## src/rtl/wash_timer.sv

```systemverilog
// Countdown timer for the washer controller's wash/rinse/dry interval.
// The controller's T20START level starts a run; the timer answers with T20DONE and shows the remaining MIN:SEC.
module wash_timer #(
    parameter int TICK_DIV     = 50000000,
    parameter int DURATION_SEC = 1200
) (
    input  logic       CLOCK,
    input  logic       RESET,
    input  logic       T20START,
    input  logic       PAUSE,
    output logic       T20DONE,
    output logic       BUSY,
    output logic [6:0] MIN_LEFT,
    output logic [5:0] SEC_LEFT
);

    localparam int               PRE_W    = (TICK_DIV > 1) ? $clog2(TICK_DIV) : 1;
    localparam logic [PRE_W-1:0] PRE_LAST = PRE_W'(TICK_DIV - 1);
    localparam logic [6:0]       LOAD_MIN = 7'(DURATION_SEC / 60);
    localparam logic [5:0]       LOAD_SEC = 6'(DURATION_SEC % 60);

    if (DURATION_SEC < 1 || DURATION_SEC > 7679) begin : g_bad_duration
        $error("wash_timer: DURATION_SEC must be in 1..7679");
    end
    if (TICK_DIV < 1) begin : g_bad_tick_div
        $error("wash_timer: TICK_DIV must be at least 1");
    end

    typedef enum logic [1:0] {
        IDLE = 2'd0,
        RUN  = 2'd1,
        DONE = 2'd2
    } state_t;

    state_t           state_q;
    state_t           state_d;
    logic [PRE_W-1:0] pre_q;
    logic [PRE_W-1:0] pre_d;
    logic [6:0]       min_d;
    logic [5:0]       sec_d;
    logic             done_d;
    logic             busy_d;
    logic             start_prev;
    logic             start_edge;

    assign start_edge = T20START & ~start_prev;

    always_comb begin
        state_d = state_q;
        pre_d   = pre_q;
        min_d   = MIN_LEFT;
        sec_d   = SEC_LEFT;
        done_d  = T20DONE;
        busy_d  = BUSY;
        case (state_q)
            IDLE: begin
                if (start_edge) begin
                    state_d = RUN;
                    busy_d  = 1'b1;
                    done_d  = 1'b0;
                    pre_d   = '0;
                    min_d   = LOAD_MIN;
                    sec_d   = LOAD_SEC;
                end
            end
            RUN: begin
                // Dropping the request outranks both PAUSE and a pending tick.
                if (!T20START) begin
                    state_d = IDLE;
                    busy_d  = 1'b0;
                    pre_d   = '0;
                    min_d   = '0;
                    sec_d   = '0;
                end else if (!PAUSE) begin
                    if (pre_q == PRE_LAST) begin
                        pre_d = '0;
                        if (MIN_LEFT == 7'd0 && SEC_LEFT == 6'd1) begin
                            state_d = DONE;
                            done_d  = 1'b1;
                            busy_d  = 1'b0;
                            sec_d   = '0;
                        end else if (SEC_LEFT != 6'd0) begin
                            sec_d = SEC_LEFT - 6'd1;
                        end else begin
                            sec_d = 6'd59;
                            min_d = MIN_LEFT - 7'd1;
                        end
                    end else begin
                        pre_d = pre_q + PRE_W'(1);
                    end
                end
            end
            DONE: begin
                if (!T20START) begin
                    state_d = IDLE;
                    done_d  = 1'b0;
                end
            end
            default: begin
                state_d = IDLE;
                done_d  = 1'b0;
                busy_d  = 1'b0;
                min_d   = '0;
                sec_d   = '0;
            end
        endcase
    end

    // start_prev resets high so a request held through reset cannot start a run.
    always_ff @(negedge CLOCK) begin
        if (RESET) begin
            state_q    <= IDLE;
            pre_q      <= '0;
            MIN_LEFT   <= '0;
            SEC_LEFT   <= '0;
            T20DONE    <= 1'b0;
            BUSY       <= 1'b0;
            start_prev <= 1'b1;
        end else begin
            state_q    <= state_d;
            pre_q      <= pre_d;
            MIN_LEFT   <= min_d;
            SEC_LEFT   <= sec_d;
            T20DONE    <= done_d;
            BUSY       <= busy_d;
            start_prev <= T20START;
        end
    end

endmodule

```

## config.mk

```make
export PLATFORM = sky130hd
export DESIGN_NAME = wash_timer
export DESIGN_NICKNAME = d
export VERILOG_FILES = /design/src/rtl/wash_timer.sv
export SDC_FILE = /design/constraint.sdc
export NUM_CORES = 1
export LEC_CHECK = 0
export ABC_CLOCK_PERIOD_IN_PS = 2580
export CAP_MARGIN = 20
export CORE_UTILIZATION = 45
export DETAILED_ROUTE_END_ITERATION = 10
export PLACE_DENSITY_LB_ADDON = 0.25
export SLEW_MARGIN = 15
export SYNTH_ARGS = -nofsm -noshare
export SYNTH_HDL_FRONTEND = slang
export SYNTH_SLANG_ARGS = --single-unit
```

## constraint.sdc

```tcl
create_clock -name CLOCK -period 2.58 [get_ports CLOCK]
set_input_delay 0.645 -clock CLOCK [delete_from_list [all_inputs] [get_ports CLOCK]]
set_output_delay 0.645 -clock CLOCK [all_outputs]
set_load 0.005 [all_outputs]
```

==> summary.md, run 1 <==
| Metric | Value |
|---|---|
| CP Launch Type | primary input |
| R2r setup slk | 0.17 ns |
| Final-report setup violation count | 57 |
| Synth area leaders | dfxtp_1 (35%), nor2_1 (6.5%), xor2_1 (6.3%) |
| First-pass GRT wire length | 10.83 mm |
| Largest net degree at the start of global routing | 27 |
| Async S/R FF share, synth | 0 |
| Worst-skew pair later-pin latency | 0.38 ns |
| Max-slew violations | 0 |
| Main combinational cell family by area after synthesis | simple AND/OR/NAND/NOR gates |
| RSZ-0062 raised after global routing | true |
| Root buffer cell | clkbuf_8 |
| GRT Residual Overflow | 0 |
| Final hold viol count | 0 |
| Seq cells post-synth | 44 |
| Mean Syn Cell Area | 8.337 µm² |
| DRC | 0 |
| Hold Path Sink | pre_q[25]$_SDFFE_NP0P_ |
| Via Count | 2694 |
| CP Class | in2reg |
| # rows | 26 |
| VDD IR-drop max | 0.2752 mV |
| Mux cell area share after synthesis | 0.02001 |
| CTS tree | done |
| Crit path DAT | 2.07 ns |
| Crit path required time | 1.54 ns |
| # fillers | 454 |
| Crit path setup slack, layout | -0.5296 ns |
| Synthesized area | 2501 µm² |
| Die H | 76.55 µm |
| I/O pin cnt | 19 |
| Outcome | finished with violations |
| Hold path cells | 2 |
| Worst Tran Pin Value | 0.6809 ns |
| Hold Path Class | reg2reg |
| Reg2reg path depth | 6 |
| Crit-path max FO | 4 |
| Failing checks | negative setup slack |
| Via density | 5.589 |
| Synth Instances | 300 |
| Detailed Place HPWL | 4.377 mm |
| Slew HR | 0.5454 |
| Largest area contributor in the netlist | dfxtp_1 |
| Post-synthesis compound-gate area fraction | 0.1781 |
| Leakage power | 0.001501 µW |
| Clock net sink count | 44 |
| Clock Skews | 0.02361 ns |
| Core area | 5238 µm² |
| Hold_buf cts | 0 |
| H-Tree Depth | 2 |
| Final core occ | 0.6713 |
| Final instance area | 3516 µm² |
| Syn_nets | 310 |
| Starting Density | 0.4775 |
| Seq/Total Area, Yosys | 0.3522 |
| Layout cell share with drive strength beyond 1 | 0.3058 |
| Cells after DPL | 420 |
| CTS Buf Count | 5 |
| HP Start | pre_q[25]$_SDFFE_NP0P_ |
| All-Layer GR Usage | 0.2248 |
| R2R Path End | SEC_LEFT[1]$_SDFFE_NP0P_ |
| Tot Pwr | 1708 µW |
| Commonest cells in the synthesized netlist | dfxtp_1 (44), nor2_1 (43), xor2_1 (18), nand2_1 (17), nand3_1 (17) |
| DR WL/cell | 14.33 µm |
| Worst r2r src | pre_q[7]$_SDFFE_NP0P_ |
| Antenna cells | 0 |
| Top-count cell post-synth | dfxtp_1 |
| Post-synth top area share | 0.3522 |
| Layout Nets | 422 |
| Area growth syn-to-layout | 40.57% |
| GP Congestion | 0.9203 |
| Main flop type after synthesis | dfxtp_1 |
| Area share of fa/ha/maj cells after synthesis | 0.03002 |
| Count of yosys warnings during synthesis | 0 |
| IO buf count | 18 |
| 1st-pass router iterations | 5 |
| Post-synthesis xor/xnor area fraction | 0.08054 |
| Post-synth EDFFs | 0 |
| Critical Path Sink Type | flip-flop |
| Drt total wl | 6.906 mm |
| Die Width | 76.55 µm |
| Initial antenna violation count | 0 |
| Vias in the first global route | 2546 |
| Synth unique cells | 55 |
| Simple-Gate Fraction of Synth Area | 0.3032 |
| Worst-path clk slew | 0.04 ns |
| DRT iter0 DRCs | 140 |
| CTS Buffer Depth | 2 |
| Total die area | 5860 µm² |
| Final std cells w/o fill | 482 |
| Maxcap violations | 0 |
| Placed Area | 3092 µm² |
| Routed Antenna Nets | 0 |
| PD cells | 485.7 nW/µm² |
[routing by layer]
layer | up-vias | track usage | share of wire
met5 | - | 0 | 0
met4 | 0 | 0.1346 | 0.017
met3 | 12 | 0.05749 | 0.062
met2 | 100 | 0.3649 | 0.50
li1 | 1320 | - | -
met1 | 1262 | 0.2658 | 0.42
[registers in the layout, summed over array words and instances (netlist names)]
name,count
SEC_LEFT,6
MIN_LEFT,7
state_q,2
T20DONE,1
start_prev,1
pre_q,26
BUSY,1
[layout make-up]
cell class                 instances  area [µm²]  area share
clock buffer                       5       68.82     0.01957
clock inverter                    46       175.2     0.04982
inverter                           8       30.03    0.008541
multi-input combinational        235        1644      0.4676
sequential                        44       899.6      0.2559
tap                               70       87.58     0.02491
timing repair buffer              74       610.6      0.1737
[cell usage in the layout (no fill, tap or decap), types with 5 or more instances in the layout]
| cell | count |
|---|---|
| nor4_1 | 5 |
| inv_1 | 52 |
| o21ai_0 | 10 |
| buf_6 | 11 |
| nand4_1 | 13 |
| buf_2 | 13 |
| ha_1 | 6 |
| nor3_1 | 14 |
| dfxtp_1 | 29 |
| nand3_1 | 14 |
| nor2_1 | 42 |
| nand2_1 | 17 |
| dfxtp_2 | 15 |
| a21oi_1 | 8 |
| buf_4 | 45 |
| xor2_1 | 18 |
| o211ai_1 | 5 |
| clkbuf_8 | 5 |
| or4_1 | 7 |
| nor2b_1 | 5 |
[where the power goes]
part / internal, µW / switching, µW / leakage, µW / total (µW)
Sequential: 702 / 19.7 / 0.000363 / 721
Clock: 270 / 422 / 0.000270 / 692
Combinational: 147 / 148 / 0.000868 / 294
Total: 1120 / 589 / 0.00150 / 1710
[what timing repair did]
item	in CTS	in global routing
cloned	0	3
pin swaps	11	8
setup buffers	4	5
setup endpoints to repair	59	57
gates resized for setup	88	17
endpoints found under the hold margin	0	0
[stage by stage]
stage / hold slack (ns) / worst slack (ns) / setup TNS (ns)
after floorplan: 0.4494 / -0.8286 / -24.04
after detailed placement: 0.4858 / -1.319 / -51.78
after global placement: 0.4662 / -1.239 / -51.33
final: 0.5081 / -0.5296 / -17.19
after global routing: 0.5198 / -0.5636 / -19.56
after CTS: 0.5005 / -0.5531 / -17.83
[worst max-delay path by stage]
| stage | from | endpoint | slack, ns | cells past startpoint |
|---|---|---|---|---|
| finish | T20START | pre_q[25]$_SDFFE_NP0P_ | -0.53 | 8 |
| global placement | T20START | pre_q[23]$_SDFFE_NP0P_ | -1.24 | 6 |
| global route | T20START | pre_q[25]$_SDFFE_NP0P_ | -0.56 | 8 |
| detailed placement | T20START | pre_q[25]$_SDFFE_NP0P_ | -1.32 | 6 |
| floorplan | T20START | pre_q[23]$_SDFFE_NP0P_ | -0.83 | 5 |
| CTS | T20START | pre_q[25]$_SDFFE_NP0P_ | -0.55 | 6 |
[critical path, cell delays in order]
cell and delay (ns):
buf_6 0.07, or3b_4 0.42, a21oi_4 0.15, nand4_1 0.15, buf_4 0.20, buf_4 0.13
o31ai_2 0.20, a21oi_1 0.09
[cell families after synthesis]
| kind of cell | Yosys count |
|---|---|
| AO/OA/AOI/OAI | 59 |
| XOR/XNOR | 23 |
| adder cells (fa/ha/maj) | 6 |
| buffers and inverters | 21 |
| flip-flops | 44 |
| multiplexers | 4 |
| AND/OR/NAND/NOR | 143 |
(Power assumes the default switching activity.)
==> run 2, diff against run 1 <==
Settings changed: ABC_CLOCK_PERIOD_IN_PS 2580 to 3000, CELL_PAD_IN_SITES_DETAIL_PLACEMENT set to 0, CELL_PAD_IN_SITES_GLOBAL_PLACEMENT set to 2, CORE_UTILIZATION 45 to 35, GPL_ROUTABILITY_DRIVEN set to 0.
Clock period 2.58 ns to 3 ns, I/O delays scaled along.
==> run 2 against run 1 <==
Net effect: the run still ends with negative setup slack left; wire length is 0.33% higher; final cell count is 6.2% higher; sequential share of layout area is 0.77 points lower; largest power group unchanged; highest routed layer unchanged.
==> summary.md, run 2 (same netlist as run 1, synthesis figures left out) <==
| Metric | Value |
|---|---|
| Crit path launch | T20START |
| CP Launch Type | primary input |
| Vias in the first global route | 2595 |
| Final-report setup violation count | 55 |
| Clock Skews | 0.02071 ns |
| Starting Density | 0.3661 |
| # fillers | 706 |
| Die H | 86.54 µm |
| Final hold viol count | 0 |
| Crit path DAT | 2.22 ns |
| Maxcap violations | 0 |
| Core area | 6832 µm² |
| First-pass GRT wire length | 11.32 mm |
| Detailed Place HPWL | 4.607 mm |
| Reg2reg path depth | 5 |
| Final instance area | 3625 µm² |
| Final core occ | 0.5306 |
| Leakage power | 0.001545 µW |
| Drt total wl | 6.929 mm |
| Placed Area | 3134 µm² |
| H-Tree Depth | 2 |
| Max-slew violations | 0 |
| Most flops, register | pre_q |
| Clock power frac | 0.401 |
| Pre-CTS setup slack | -1.198 ns |
| Comb pwr share | 0.183 |
| Max reg flops | 26 |
| Initial antenna violation count | 0 |
| Cell Int Power | 979.1 µW |
| All-Layer GR Usage | 0.1906 |
| Layout cell share with drive strength beyond 1 | 0.3005 |
| DR WL/cell | 13.53 µm |
| RSZ-0062 raised after global routing | true |
| Root buffer cell | clkbuf_8 |
| Worst-skew pair later-pin latency | 0.37 ns |
| Top Registers | pre_q: 26 flops, MIN_LEFT: 7 flops, SEC_LEFT: 6 flops |
| Slew HR | 0.5348 |
| Failing checks | negative setup slack |
| Layout Nets | 426 |
| Antenna cells | 0 |
| VDD IR-drop max | 0.1960 mV |
| Via Count | 2618 |
| Worst Hold Slack | 0.4845 ns |
| Sequential Power Share | 0.416 |
| IO buf count | 18 |
| Die Width | 86.54 µm |
| Critical Path Sink Type | flip-flop |
| CP Class | in2reg |
| CTS Buffer Depth | 2 |
| Total die area | 7488 µm² |
| Area growth syn-to-layout | 44.92% |
| CTS tree | done |
| Hold_buf cts | 0 |
| Largest net degree at the start of global routing | 16 |
| Worst-path clk slew | 0.04 ns |
| Hold Path Sink | pre_q[23]$_SDFFE_NP0P_ |
| Hold path cells | 2 |
| GRT Residual Overflow | 0 |
| PD cells | 412.1 nW/µm² |
| Crit path required time | 1.74 ns |
| DRC | 0 |
| Worst r2r src | pre_q[7]$_SDFFE_NP0P_ |
| 1st-pass router iterations | 4 |
| Outcome | finished with violations |
| # rows | 30 |
| Via density | 5.113 |
| CTS Buf Count | 5 |
| Tot Pwr | 1494 µW |
| HP Start | pre_q[23]$_SDFFE_NP0P_ |
| Worst Tran Pin Value | 0.6914 ns |
| Crit-path max FO | 10 |
| Sw Share | 0.3445 |
| Clock net sink count | 44 |
| Hold Path Class | reg2reg |
| Sw Pwr | 514.6 µW |
| I/O pin cnt | 19 |
| Crit path setup slack, layout | -0.4747 ns |
| DRT iter0 DRCs | 92 |
| Routed Antenna Nets | 0 |
| R2r setup slk | 0.37 ns |
| Most common cell after layout, fill and taps aside | inv_1 |
| Most frequent cells in the layout | inv_1 (52), buf_4 (47), nor2_1 (42) |
| R2R Path End | SEC_LEFT[1]$_SDFFE_NP0P_ |
run 2: metrics by stage:
stage | cells | setup TNS, ns
2_1_floorplan | 300 | -19.50
3_3_place_gp | 446 | -45.65
3_5_place_dp | 446 | -46.43
4_1_cts | 503 | -13.22
5_1_grt | 512 | -16.90
6_report | 512 | -13.99
run 2: power groups by stage:
stage | registers [µW] | clock network [µW] | logic, µW
finish | 622 | 599 | 273
global route | 622 | 710 | 295
CTS | 621 | 639 | 244
detailed placement | 628 | 91.4 | 233
global placement | 628 | 91.4 | 234
floorplan | 624 | 91.4 | 140
run 2: worst max-delay path by stage:
stage / cells after the start / endpoint / slack [ns]
after floorplan: 5 / pre_q[23]$_SDFFE_NP0P_ / -0.72
after global placement: 6 / pre_q[23]$_SDFFE_NP0P_ / -1.14
after detailed placement: 6 / pre_q[25]$_SDFFE_NP0P_ / -1.20
after CTS: 6 / pre_q[23]$_SDFFE_NP0P_ / -0.45
after global routing: 8 / pre_q[24]$_SDFFE_NP0P_ / -0.54
final: 8 / pre_q[24]$_SDFFE_NP0P_ / -0.47
run 2: final cells by class:
cell class / instances / area (µm²) / share of cell area
inverter: 8 / 30.03 / 0.008284
multi-input combinational: 235 / 1627 / 0.4487
clock inverter: 46 / 175.2 / 0.04833
tap: 96 / 120.1 / 0.03314
timing repair buffer: 78 / 704.4 / 0.1943
sequential: 44 / 899.6 / 0.2482
clock buffer: 5 / 68.82 / 0.01899
run 2: critical path: stages:
cell	delay [ns]
buf_6	0.07
or3b_4	0.41
buf_12	0.15
a2111oi_4	0.30
buf_6	0.19
nand4_1	0.12
xor2_1	0.18
nor2_1	0.05
run 2: per-layer routing:
metal | GRT usage | share of wire | vias to the layer above
met2 | 0.3268 | 0.49 | 55
met5 | 0 | 0 | -
met3 | 0.05143 | 0.035 | 11
li1 | - | - | 1333
met1 | 0.2156 | 0.46 | 1219
met4 | 0.1030 | 0.015 | 0
run 2: timing repair:
item	CTS	global route
setup endpoints to repair	58	57
pin swaps	7	6
setup buffers	6	8
gates resized for setup	88	18
cloned	1	1
==> run 3, diff against run 2 <==
Settings changed: RECOVER_POWER set to 100.
==> run 3 against run 2 <==
Net effect: first-iteration DRC count increased by 1.1%; hold slack about the same; largest cell class unchanged; clock power about the same; the flow still finishes with violations (negative setup slack); global-route usage unchanged.
==> summary.md, run 3 (same netlist as run 1, synthesis figures left out) <==
| Metric | Value |
|---|---|
| Most flops, register | pre_q |
| Most frequent cells in the layout | inv_1 (52), buf_4 (47), nor2_1 (42) |
| Crit-path max FO | 10 |
| VDD IR-drop max | 0.1959 mV |
| Placed Area | 3134 µm² |
| Die H | 86.54 µm |
| Pre-CTS setup slack | -1.198 ns |
| H-Tree Depth | 2 |
| CTS tree | done |
| Worst Hold Slack | 0.4849 ns |
| Die Width | 86.54 µm |
| Vias in the first global route | 2595 |
| Layout Nets | 426 |
| Starting Density | 0.3661 |
| Worst-path clk slew | 0.04 ns |
| Total die area | 7488 µm² |
| 1st-pass router iterations | 4 |
| Tot Pwr | 1491 µW |
| Clock net sink count | 44 |
| Final-report setup violation count | 55 |
| DR WL/cell | 13.49 µm |
| Critical Path Sink Type | flip-flop |
| RSZ-0062 raised after global routing | true |
| Failing checks | negative setup slack |
| Slew HR | 0.5313 |
| Antenna cells | 0 |
| Via density | 5.080 |
| Final core occ | 0.5297 |
| GRT Residual Overflow | 0 |
| Final hold viol count | 0 |
| HP Start | pre_q[23]$_SDFFE_NP0P_ |
| Leakage power | 0.001543 µW |
| Final instance area | 3618 µm² |
| Initial antenna violation count | 0 |
| All-Layer GR Usage | 0.1906 |
| IO buf count | 18 |
| Maxcap violations | 0 |
| CTS Buffer Depth | 2 |
| DRC | 0 |
| Hold Path Class | reg2reg |
| Worst-skew pair later-pin latency | 0.37 ns |
| CTS Buf Count | 5 |
| I/O pin cnt | 19 |
| Max reg flops | 26 |
| Largest net degree at the start of global routing | 16 |
| Crit path DAT | 2.22 ns |
| Drt total wl | 6.908 mm |
| Top Registers | pre_q: 26 flops, MIN_LEFT: 7 flops, SEC_LEFT: 6 flops |
| Worst Tran Pin Value | 0.7021 ns |
| Max-slew violations | 0 |
| CP Class | in2reg |
| Core area | 6832 µm² |
| DRT iter0 DRCs | 93 |
| Clock Skews | 0.01991 ns |
| PD cells | 412.0 nW/µm² |
| Outcome | finished with violations |
| Crit path setup slack, layout | -0.4743 ns |
| Most common cell after layout, fill and taps aside | inv_1 |
| Worst r2r src | pre_q[7]$_SDFFE_NP0P_ |
| Layout cell share with drive strength beyond 1 | 0.3005 |
| CP Launch Type | primary input |
| First-pass GRT wire length | 11.32 mm |
| Area growth syn-to-layout | 44.67% |
| Root buffer cell | clkbuf_8 |
| # rows | 30 |
| Detailed Place HPWL | 4.607 mm |
| Crit path required time | 1.74 ns |
| Via Count | 2601 |
| Crit path launch | T20START |
| Routed Antenna Nets | 0 |
run 3: worst paths after layout:
check	end	slack, ns	depth (start not counted)
min reg2reg	pre_q[23]$_SDFFE_NP0P_	0.48	2
min	pre_q[23]$_SDFFE_NP0P_	0.48	2
max reg2reg	SEC_LEFT[1]$_SDFFE_NP0P_	0.40	5
max	pre_q[24]$_SDFFE_NP0P_	-0.47	8
run 3: per-layer routing:
layer | wire, µm | vias up | GRT usage
li1 | - | 1330 | -
met1 | 3184 | 1214 | 0.2156
met2 | 3382 | 44 | 0.3268
met3 | 225 | 13 | 0.05143
met4 | 116 | 0 | 0.1030
met5 | 0 | - | 0
run 3: what timing repair did:
item | CTS | global route
gates resized for setup | 88 | 18
buffers inserted | 6 | 8
endpoints found under the setup margin | 58 | 57
pin swaps | 7 | 6
cloned | 1 | 1
hold buffers | 0 | 0
run 3: layout make-up:
class | instances | area (µm²)
clock buffer | 5 | 68.82
clock inverter | 46 | 175.2
fill | 705 | 3213
inverter | 8 | 30.03
multi-input combinational | 235 | 1627
sequential | 44 | 899.6
tap | 96 | 120.1
timing repair buffer | 78 | 698.2
run 3: critical path, cell delays in order:
cell and delay, ns:
buf_6 0.07, or3b_4 0.41, buf_12 0.15, a2111oi_4 0.30, buf_6 0.19, nand4_1 0.12, xor2_1 0.18, nor2_1 0.05
run 3: report_power, final:
| group | total [µW] | switching [µW] | internal (µW) |
|---|---|---|---|
| clock | 597 | 365 | 233 |
| sequential | 622 | 18.2 | 603 |
| combinational | 272 | 129 | 142 |
run 3: stage by stage:
stage	setup TNS, ns	cells
after CTS	-13.22	503
after detailed placement	-46.43	446
final	-13.96	512
after floorplan	-19.50	300
after global routing	-16.90	512
after global placement	-45.65	446
